===== src/rtl/uart_pkg.sv =====
// uart_pkg: definitions shared by the UART transmit-side blocks.
//   UART_DW     - width of one UART data byte.
//   tx_state_e  - states of the byte-issue sequencer in uart_tx_sched.
package uart_pkg;

  localparam int unsigned UART_DW = 8;

  typedef enum logic [1:0] {
    IDLE,     // ready to issue a byte once the transmitter is free
    WAIT_HI,  // byte issued, waiting for the transmitter to report busy
    WAIT_LO,  // frame in flight, waiting for the transmitter to finish
    GAP       // programmable idle time before the next issue
  } tx_state_e;

endpackage


===== src/rtl/rr_arbiter.sv =====
// rr_arbiter: purely combinational round-robin priority selector.
//   req_i    - request vector, one bit per requester.
//   ptr_i    - index of the most recent winner; priority starts at ptr_i+1.
//   valid_o  - at least one request is active.
//   winner_o - index of the first active request at or after ptr_i+1,
//              wrapping from N-1 to 0. Zero when valid_o is low.
module rr_arbiter #(
  parameter int unsigned N = 4,
  parameter int unsigned W = (N > 1) ? $clog2(N) : 1
) (
  input  logic [N-1:0] req_i,
  input  logic [W-1:0] ptr_i,
  output logic         valid_o,
  output logic [W-1:0] winner_o
);

  int unsigned idx;

  // Scan from the lowest-priority slot (ptr itself) towards the highest
  // (ptr+1); the last hit overwrites earlier ones, so the nearest wins.
  always_comb begin
    valid_o  = 1'b0;
    winner_o = '0;
    idx      = 0;
    for (int k = N; k >= 1; k--) begin
      idx = (int'(ptr_i) + k) % N;
      if (req_i[idx]) begin
        valid_o  = 1'b1;
        winner_o = W'(idx);
      end
    end
  end

endmodule


===== src/rtl/uart_tx_sched.sv =====
// uart_tx_sched: round-robin packet scheduler feeding one 8N1 UART
// transmitter from NREQ byte-stream clients.
//   clk, rst   - clock, asynchronous active-high reset.
//   req_valid  - client i offers a byte (held until its req_ack).
//   req_data   - byte of client i in bits [8i+7:8i].
//   req_last   - offered byte ends the client's packet.
//   req_ack    - one-cycle pulse: client i's byte was taken.
//   tx_data    - byte presented to the transmitter.
//   tx_start   - one-cycle start pulse to the transmitter.
//   tx_busy    - transmitter busy, rises the cycle after tx_start.
//   grant_id   - client currently (or most recently) granted.
//   locked     - a multi-byte packet is in progress for grant_id.
//   tmo_err    - one-cycle pulse when a stalled packet lock is revoked.
module uart_tx_sched
  import uart_pkg::*;
#(
  parameter int unsigned NREQ     = 4,
  parameter int unsigned GAP_CLKS = 0,
  parameter int unsigned LOCK_TMO = 65535
) (
  input  logic                       clk,
  input  logic                       rst,
  input  logic [NREQ-1:0]            req_valid,
  input  logic [UART_DW*NREQ-1:0]    req_data,
  input  logic [NREQ-1:0]            req_last,
  output logic [NREQ-1:0]            req_ack,
  output logic [UART_DW-1:0]         tx_data,
  output logic                       tx_start,
  input  logic                       tx_busy,
  output logic [$clog2(NREQ)-1:0]    grant_id,
  output logic                       locked,
  output logic                       tmo_err
);

  localparam int unsigned IW = $clog2(NREQ);
  localparam logic [15:0] GAP_LAST = (GAP_CLKS > 0) ? 16'(GAP_CLKS - 1) : 16'd0;
  localparam logic [15:0] TMO_LAST = 16'(LOCK_TMO - 1);

  tx_state_e            state_q, state_d;
  logic [IW-1:0]        ptr_q, ptr_d;
  logic [IW-1:0]        grant_q, grant_d;
  logic                 locked_q, locked_d;
  logic [NREQ-1:0]      ack_q, ack_d;
  logic [UART_DW-1:0]   data_q, data_d;
  logic                 start_q, start_d;
  logic                 tmo_q, tmo_d;
  logic [15:0]          gap_q, gap_d;
  logic [15:0]          tmo_cnt_q, tmo_cnt_d;

  logic [NREQ-1:0]      arb_req;
  logic                 arb_valid;
  logic [IW-1:0]        arb_win;

  // While a packet is locked only the granted client may compete, so the
  // arbiter returns either grant_q or nothing.
  assign arb_req = locked_q ? (req_valid & (NREQ'(1) << grant_q)) : req_valid;

  rr_arbiter #(
    .N (NREQ),
    .W (IW)
  ) u_arb (
    .req_i    (arb_req),
    .ptr_i    (ptr_q),
    .valid_o  (arb_valid),
    .winner_o (arb_win)
  );

  always_comb begin
    // NOTE: every next-state signal gets its hold/pulse default before the
    // case statement; any path that skipped an assignment would infer a latch.
    state_d   = state_q;
    ptr_d     = ptr_q;
    grant_d   = grant_q;
    locked_d  = locked_q;
    data_d    = data_q;
    gap_d     = gap_q;
    tmo_cnt_d = tmo_cnt_q;
    ack_d     = '0;
    start_d   = 1'b0;
    tmo_d     = 1'b0;

    unique case (state_q)
      IDLE: begin
        // Stalled lock: the granted client has gone quiet mid-packet.
        if (locked_q && !req_valid[grant_q]) begin
          if (tmo_cnt_q == TMO_LAST) begin
            locked_d  = 1'b0;
            tmo_d     = 1'b1;
            tmo_cnt_d = '0;
          end else begin
            tmo_cnt_d = tmo_cnt_q + 16'd1;
          end
        end
        if (!tx_busy && arb_valid) begin
          grant_d          = arb_win;
          ptr_d            = arb_win;
          data_d           = req_data[int'(arb_win)*UART_DW +: UART_DW];
          start_d          = 1'b1;
          ack_d[arb_win]   = 1'b1;
          locked_d         = ~req_last[arb_win];
          tmo_cnt_d        = '0;
          state_d          = WAIT_HI;
        end
      end
      WAIT_HI: begin
        if (tx_busy) state_d = WAIT_LO;
      end
      WAIT_LO: begin
        if (!tx_busy) begin
          if (GAP_CLKS > 0) begin
            gap_d   = '0;
            state_d = GAP;
          end else begin
            state_d = IDLE;
          end
        end
      end
      GAP: begin
        if (gap_q == GAP_LAST) state_d = IDLE;
        else                   gap_d   = gap_q + 16'd1;
      end
      default: state_d = IDLE;
    endcase
  end

  // NOTE: state registers use non-blocking assignments so every flop samples
  // the pre-edge values; the combinational block above uses blocking ones.
  always_ff @(posedge clk or posedge rst) begin
    if (rst) begin
      state_q   <= IDLE;
      ptr_q     <= IW'(NREQ - 1);
      grant_q   <= '0;
      locked_q  <= 1'b0;
      ack_q     <= '0;
      data_q    <= '0;
      start_q   <= 1'b0;
      tmo_q     <= 1'b0;
      gap_q     <= '0;
      tmo_cnt_q <= '0;
    end else begin
      state_q   <= state_d;
      ptr_q     <= ptr_d;
      grant_q   <= grant_d;
      locked_q  <= locked_d;
      ack_q     <= ack_d;
      data_q    <= data_d;
      start_q   <= start_d;
      tmo_q     <= tmo_d;
      gap_q     <= gap_d;
      tmo_cnt_q <= tmo_cnt_d;
    end
  end

  assign req_ack  = ack_q;
  assign tx_data  = data_q;
  assign tx_start = start_q;
  assign grant_id = grant_q;
  assign locked   = locked_q;
  assign tmo_err  = tmo_q;

endmodule


===== config.mk =====
export PLATFORM = sky130hd
export DESIGN_NAME = uart_tx_sched
export DESIGN_NICKNAME = d
export VERILOG_FILES = /design/src/rtl/uart_pkg.sv /design/src/rtl/rr_arbiter.sv /design/src/rtl/uart_tx_sched.sv
export SDC_FILE = /design/constraint.sdc
export NUM_CORES = 1
export LEC_CHECK = 0
export CAP_MARGIN = 30
export CORE_MARGIN = 4
export CORE_UTILIZATION = 50
export DETAILED_ROUTE_END_ITERATION = 10
export PLACE_DENSITY_LB_ADDON = 0.1
export SLEW_MARGIN = 10
export SYNTH_ARGS = -nofsm -noshare
export SYNTH_HDL_FRONTEND = slang
export SYNTH_HIERARCHICAL = 1
export SYNTH_SLANG_ARGS = --single-unit

===== constraint.sdc =====
create_clock -name clk -period 3.6 [get_ports clk]
set_clock_uncertainty 0.1 [all_clocks]
set_input_delay 0.72 -clock clk [delete_from_list [all_inputs] [get_ports clk]]
set_output_delay 0.72 -clock clk [all_outputs]
set_load 0.005 [all_outputs]

# After elaboration in Yosys (flattened, before gate mapping)
# Index checks and enable logic that the tools add are counted.
# classes
addsub,6
n_lt_le_gt_ge,7
eq_ne,8
shift,2
n_mux,41
n_bitwise,3
reduce_logical,14
# op_table
operator,n
$mux W16,3
$add A16 B1 Y16 const B,2
$shiftx A32 B6 Y8,1
$mux W1,19
$lt A2 B3 Y1 const B,6
$eq A16 B16 Y1 const B,1
$logic_not A16 Y1,1
$mux W2,8
$bmux W1 S2,6
$mux W4,3
$ne A2 B2 Y1 const B,4
$pmux W2 S4,1
$reduce_and A2 Y1,3
$add A2 B1 Y2 const B,2
$add A2 B2 Y2 const B,2
$and A4 B4 Y4,1
$eq A2 B2 Y1 const B,2
$reduce_and A4 Y1,1
$reduce_bool A2 Y1,2
$shl A1 B2 Y4 const A,1
$logic_and A1 B1 Y1,3
$reduce_and A3 Y1,1
$demux W1 S2,1
$eq A2 B1 Y1 const B,1
other kinds (4),6
# totals
reg_bits,53
in_bits,43
out_inout_bits,17
wordCells,91

# Depth between registers and ports, before layout
# logic_depth
depth_word,15
ltp_mapped,13
ltp_nobuf,11

# Cells and area by module
# The synthesis kept the hierarchy.
# modules_own_cells
mod,n_inst,cells_per_inst,area_per_inst_um2,seq_area_each_um2
uart_tx_sched,1,277,2770.2,1328.8
rr_arbiter,1,14,91.3,0.0

# Worst setup path before layout
# No wires, ideal clock.
# synth_path
path_kind,input to register
start,input port req_valid[3]
end,"register data_q[0], in the netlist tx_data[0]"
setup_time_ps,117
arrival_time_ps,2631
t_required_ps,3383
slack_ps,753
path_stages,9
path_buffers,2
path_cell_list,a21boi_0 -> and2b_1 -> a21oi_2 -> o221ai_2 -> buf_2 -> buf_1 -> mux4_2 -> nand2_1 -> nand2_1
# synth_between
word_cells_on_any_way,21
cone_classes,shift: 1; mux: 17; bitwise: 1; reduce/logical: 2
# synth_lines
element,line_no,rtl
from (decl),uart_tx_sched.sv:23,"input logic [NREQ-1:0] req_valid,"
$and A4 B4 Y4,uart_tx_sched.sv:56,assign arb_req = locked_q ? (req_valid & (NREQ'(1) << grant_q)) : req_valid;
$mux W4 (*),uart_tx_sched.sv:56,
$bmux W1 S2,rr_arbiter.sv:27,if (req_i[idx]) begin
$mux W1 (not written as such),rr_arbiter.sv:27,
$mux W2 (3 in a row),rr_arbiter.sv:27,
$mux W2 (*),rr_arbiter.sv:27,
net arb_win[0],uart_tx_sched.sv:52,logic [IW-1:0] arb_win;
$shiftx A32 B6 Y8 (*),uart_tx_sched.sv:97,data_d = req_data[int'(arb_win)*UART_DW +: UART_DW];
to (signal assigned),uart_tx_sched.sv:146,data_q <= data_d;
to (decl),uart_tx_sched.sv:44,"logic [UART_DW-1:0] data_q, data_d;"
# Mark *: on every way through the listed nets, which the timed path passes. The rest lies on a longest branch. The select of a mux whose other input is x is not followed.
# A chain may end at the register's enable or synchronous reset.

# Worst setup path after layout
# layout_path
start,input port req_valid[3]
end,register tmo_cnt_q[10]
# layout_between
elab_chain_cells,11
word_cells_on_any_way,22
cone_classes,mux: 16; bitwise: 1; reduce/logical: 5
# layout_lines
element,line_no,rtl
$and A4 B4 Y4,uart_tx_sched.sv:56,
$mux W4 (*),uart_tx_sched.sv:56,
net arb_req[3],uart_tx_sched.sv:50,logic [NREQ-1:0] arb_req;
$bmux W1 S2,rr_arbiter.sv:27,
$mux W1 (not written as such),rr_arbiter.sv:27,
$mux W1 (3 in a row),rr_arbiter.sv:27,
$mux W1 (*),rr_arbiter.sv:27,
net arb_valid,uart_tx_sched.sv:51,logic arb_valid;
$logic_and A1 B1 Y1 (*),uart_tx_sched.sv:94,if (!tx_busy && arb_valid) begin
$reduce_bool A2 Y1 (no source line),-,
$reduce_and A2 Y1 (no source line),-,
to (signal assigned),uart_tx_sched.sv:150,tmo_cnt_q <= tmo_cnt_d;
to (decl),uart_tx_sched.sv:48,"logic [15:0] tmo_cnt_q, tmo_cnt_d;"
# Marks and branches as above.

==> flow_summary_export.csv <==
group,metric,value,unit
critical_path,critPathCaptureType,"register",
timing,drv_slew,0,
drt,vias,2383,
synthesis,syn_nets,338,
placed_design,io_buffer_count,59,
clock_network,cts_made_buffers,5,
timing,rsz0062_at_grt,"false",
critical_path,cpPeakStageDelay,0.47,ns
drt,drc,0,
run_status,status,"finished clean",
clock_network,cts_resized,0,
clock_network,cts_max_level,2,
placed_design,place.gp.congestion,0.857,
pwr,power-per-cell-area,528,mW/mm^2
floorplanning,die_w,83.7,um
synthesis,yosysMostFrequentCell,"nand2_1",
floorplanning,rows,27,
floorplanning,initial_core_util,0.516,
pwr,leakage,1.62,nW
synthesis,synth-seq-cells,53,
pwr,switching_share,0.331,
timing,setup_violations,0,
synthesis,syn_area,0.00286,mm^2
critical_path,critPathKind,"input port to register",
drt,wirelength,6310,um
clock_network,postCtsHoldBufs,0,
cells_and_area,nets,403,
global_routing,grt_pass1_vias,2451,
timing,hold_slack,0.388,ns
critical_path,r2r.worst_path.cells,11,
synthesis,synth_edf_count,0,
clock_network,cts_tree,"done",
clock_network,cts-root-buf,"clkbuf_8",
pwr,pwr-share-clk,0.182,
global_routing,grt_overflow,0,
drt,wl_per_cell,14.7,um
critical_path,r2r-start,"grant_id[0]",
critical_path,timing.rr.end,"locked",
floorplanning,ios,60,
synthesis,syn_avg_cell_area,9.83,um^2
critical_path,path_buf_inv,2,
critical_path,critical_path.top_delay_family,"compound AO/OA/AOI/OAI gates",
synthesis,ys.flop_type,"dfrtp_1",
drt,via_per_inst,5.55,
hold_path,hold_class,"register to register",
global_routing,grt.total_usage,0.193,
timing,slew_headroom,0.457,
timing,finalCritPeriodShare,0.795,
floorplanning,die_h,83.7,um
synthesis,synth_cell_type_count,49,
timing,hold_viol_final,0,
clock_network,cts_max_path_buffers,2,
global_routing,grt_pass1_wl,11100,um
critical_path,path_depth,10,
pwr,pwr-share-seq,0.407,
pwr,p_switching,0.639,mW
floorplanning,core_area,0.00554,mm^2
timing,period_minus_slack,2.86,ns
critical_path,r2r_setup_slack,1.00,ns
synthesis,synth_top_area_frac,0.446,
critical_path,crit_required,3.71,ns
run,max_cap_violations,0,
placed_design,dp_hpwl,4720,um
critical_path,crit_path_start_kind,"input port",
cells_and_area,areaGrowthSynthToFinish,27.8,%
pwr,irDropWorstVdd,407,uV
floorplanning,die_area,0.00700,mm^2
synthesis,netlist_instances,291,
critical_path,crit_end,"tmo_cnt_q[10]",
global_routing,antenna_found_initial,0,
synthesis,synth_top_cell_by_area,"dfrtp_1",
clock_network,postCtsSetupRepairBufs,0,
clock_network,clock_latency,0.31,ns
drt,ant_nets,0,
critical_path,cpMaxStageDelayCell,"clkdlybuf4s50_1",
clock_network,clock_sinks,53,
drt,firstDrtPassIters,4,
synthesis,synthTopCellsByArea,"dfrtp_1, mux4_2, nand2_1",
synthesis,ys_warn_count,6,
drt,first_iter_violations,117,
cells_and_area,diodes,0,
global_routing,grt_max_degree,54,
cells_and_area,drive_above_1_share,0.112,
critical_path,crit_fanout,19,
synthesis,yosysSeqAreaShare,0.464,
timing,fmax,350,MHz
critical_path,crit_arrival,2.97,ns
critical_path,path_cells,"clkdlybuf4s50_1, a21boi_0, nor2_1, nand2_1, nand2b_1, or3_2, inv_1, a21oi_2, o21bai_1, a22o_1",
timing,tightestPinTransition,0.815,ns
critical_path,startpoint,"req_valid[3]",
pwr,power.share.combinational,0.411,
synthesis,ys_async_sr_fraction,1.00,
timing,fin_tns_setup,0,ns
synthesis,ys_top_cells_by_count,"nand2_1, dfrtp_1, nor2_1",
pwr,intPower,1.29,mW
clock_network,cts.clk_slew.worst_paths,0.10,ns
how the worst min path moves through the flow:
stage / to / from / cells after the start / slack (ns)
finish: tx_data[1] / tx_data[1] / 2 / 0.39
CTS: tx_data[6] / tx_data[6] / 2 / 0.39
global route: tx_data[2] / tx_data[2] / 2 / 0.42
floorplan: gap_q[15] / gap_q[15] / 1 / 0.35
detailed placement: tx_data[1] / tx_data[1] / 2 / 0.37
global placement: tx_data[6] / tx_data[6] / 2 / 0.36
registers in the layout (all words and copies together) (netlist names):
register and count:
gap_q 16, tmo_cnt_q 16, tx_data 8, req_ack 4, grant_id 2, ptr_q 2
state_q 2, locked 1, tmo_err 1, tx_start 1
worst min-delay path: cells and delay by family (launching register included):
kind             cells  cell delay (ns)
DFF                  1             0.36
and+or+nand+nor      2             0.10
per-layer routing:
layer  track usage  up-vias  wire, um
met3        0.0503       12       486
met2         0.318       78      2970
met4        0.0629        0       118
met5             0        -         0
met1         0.247     1137      2740
li1              -     1156         -
cell usage in the layout, fill, tap and decap left out, types with 2 or more instances in the layout:
cell,n
xor2_1,4
a21oi_1,5
ha_1,4
nor2_1,23
clkbuf_8,6
inv_1,12
dfrtp_1,51
a22o_1,7
nor2b_1,3
nand2b_1,6
dfstp_2,2
clkdlybuf4s50_1,59
o31ai_1,4
xnor2_1,11
mux4_2,9
a21boi_0,2
a21oi_2,2
nand4_1,6
a21o_1,6
or4_1,2
and3_1,7
nor4_1,3
nor3_1,9
nand2_1,54
o21ai_0,12
nand3_1,16
buf_4,7
cell families after synthesis:
kind of cell,after synthesis,synth area share
simple gates,139,0.238
flops,53,0.464
compound gates,48,0.125
buf+inv,21,0.0293
xor+xnor,15,0.0459
mux,11,0.0796
fa+ha+maj,4,0.0175
power by group through the flow:
| stage | clock [mW] | combinational [mW] | sequential [mW] |
|---|---|---|---|
| after floorplan | 0 | 0.492 | 0.784 |
| after global placement | 0 | 0.790 | 0.794 |
| after detailed placement | 0 | 0.800 | 0.794 |
| after CTS | 0.361 | 0.803 | 0.785 |
| after global routing | 0.389 | 0.872 | 0.801 |
| final | 0.352 | 0.792 | 0.785 |
cell type report:
class | count | area [um^2]
fillers | 466 | 1880
clock buffers | 6 | 82.6
repair buffers | 66 | 643
clock inverters | 2 | 13.8
inverters | 13 | 48.8
flip-flops and latches | 53 | 1330
multi-input cells | 217 | 1450
well taps | 72 | 90.1
through the flow:
stage	area (um^2)	total power [mW]	std cells	worst slack (ns)	utilization
final	3660	1.93	429	0.740	0.660
after detailed placement	3560	1.59	421	0.417	0.643
after global routing	3660	2.06	429	0.556	0.660
after CTS	3660	1.95	429	0.755	0.660
after global placement	3560	1.58	421	0.482	0.643
after floorplan	2860	1.28	291	0.753	-
Note: power is estimated with default switching activity, not from simulation.
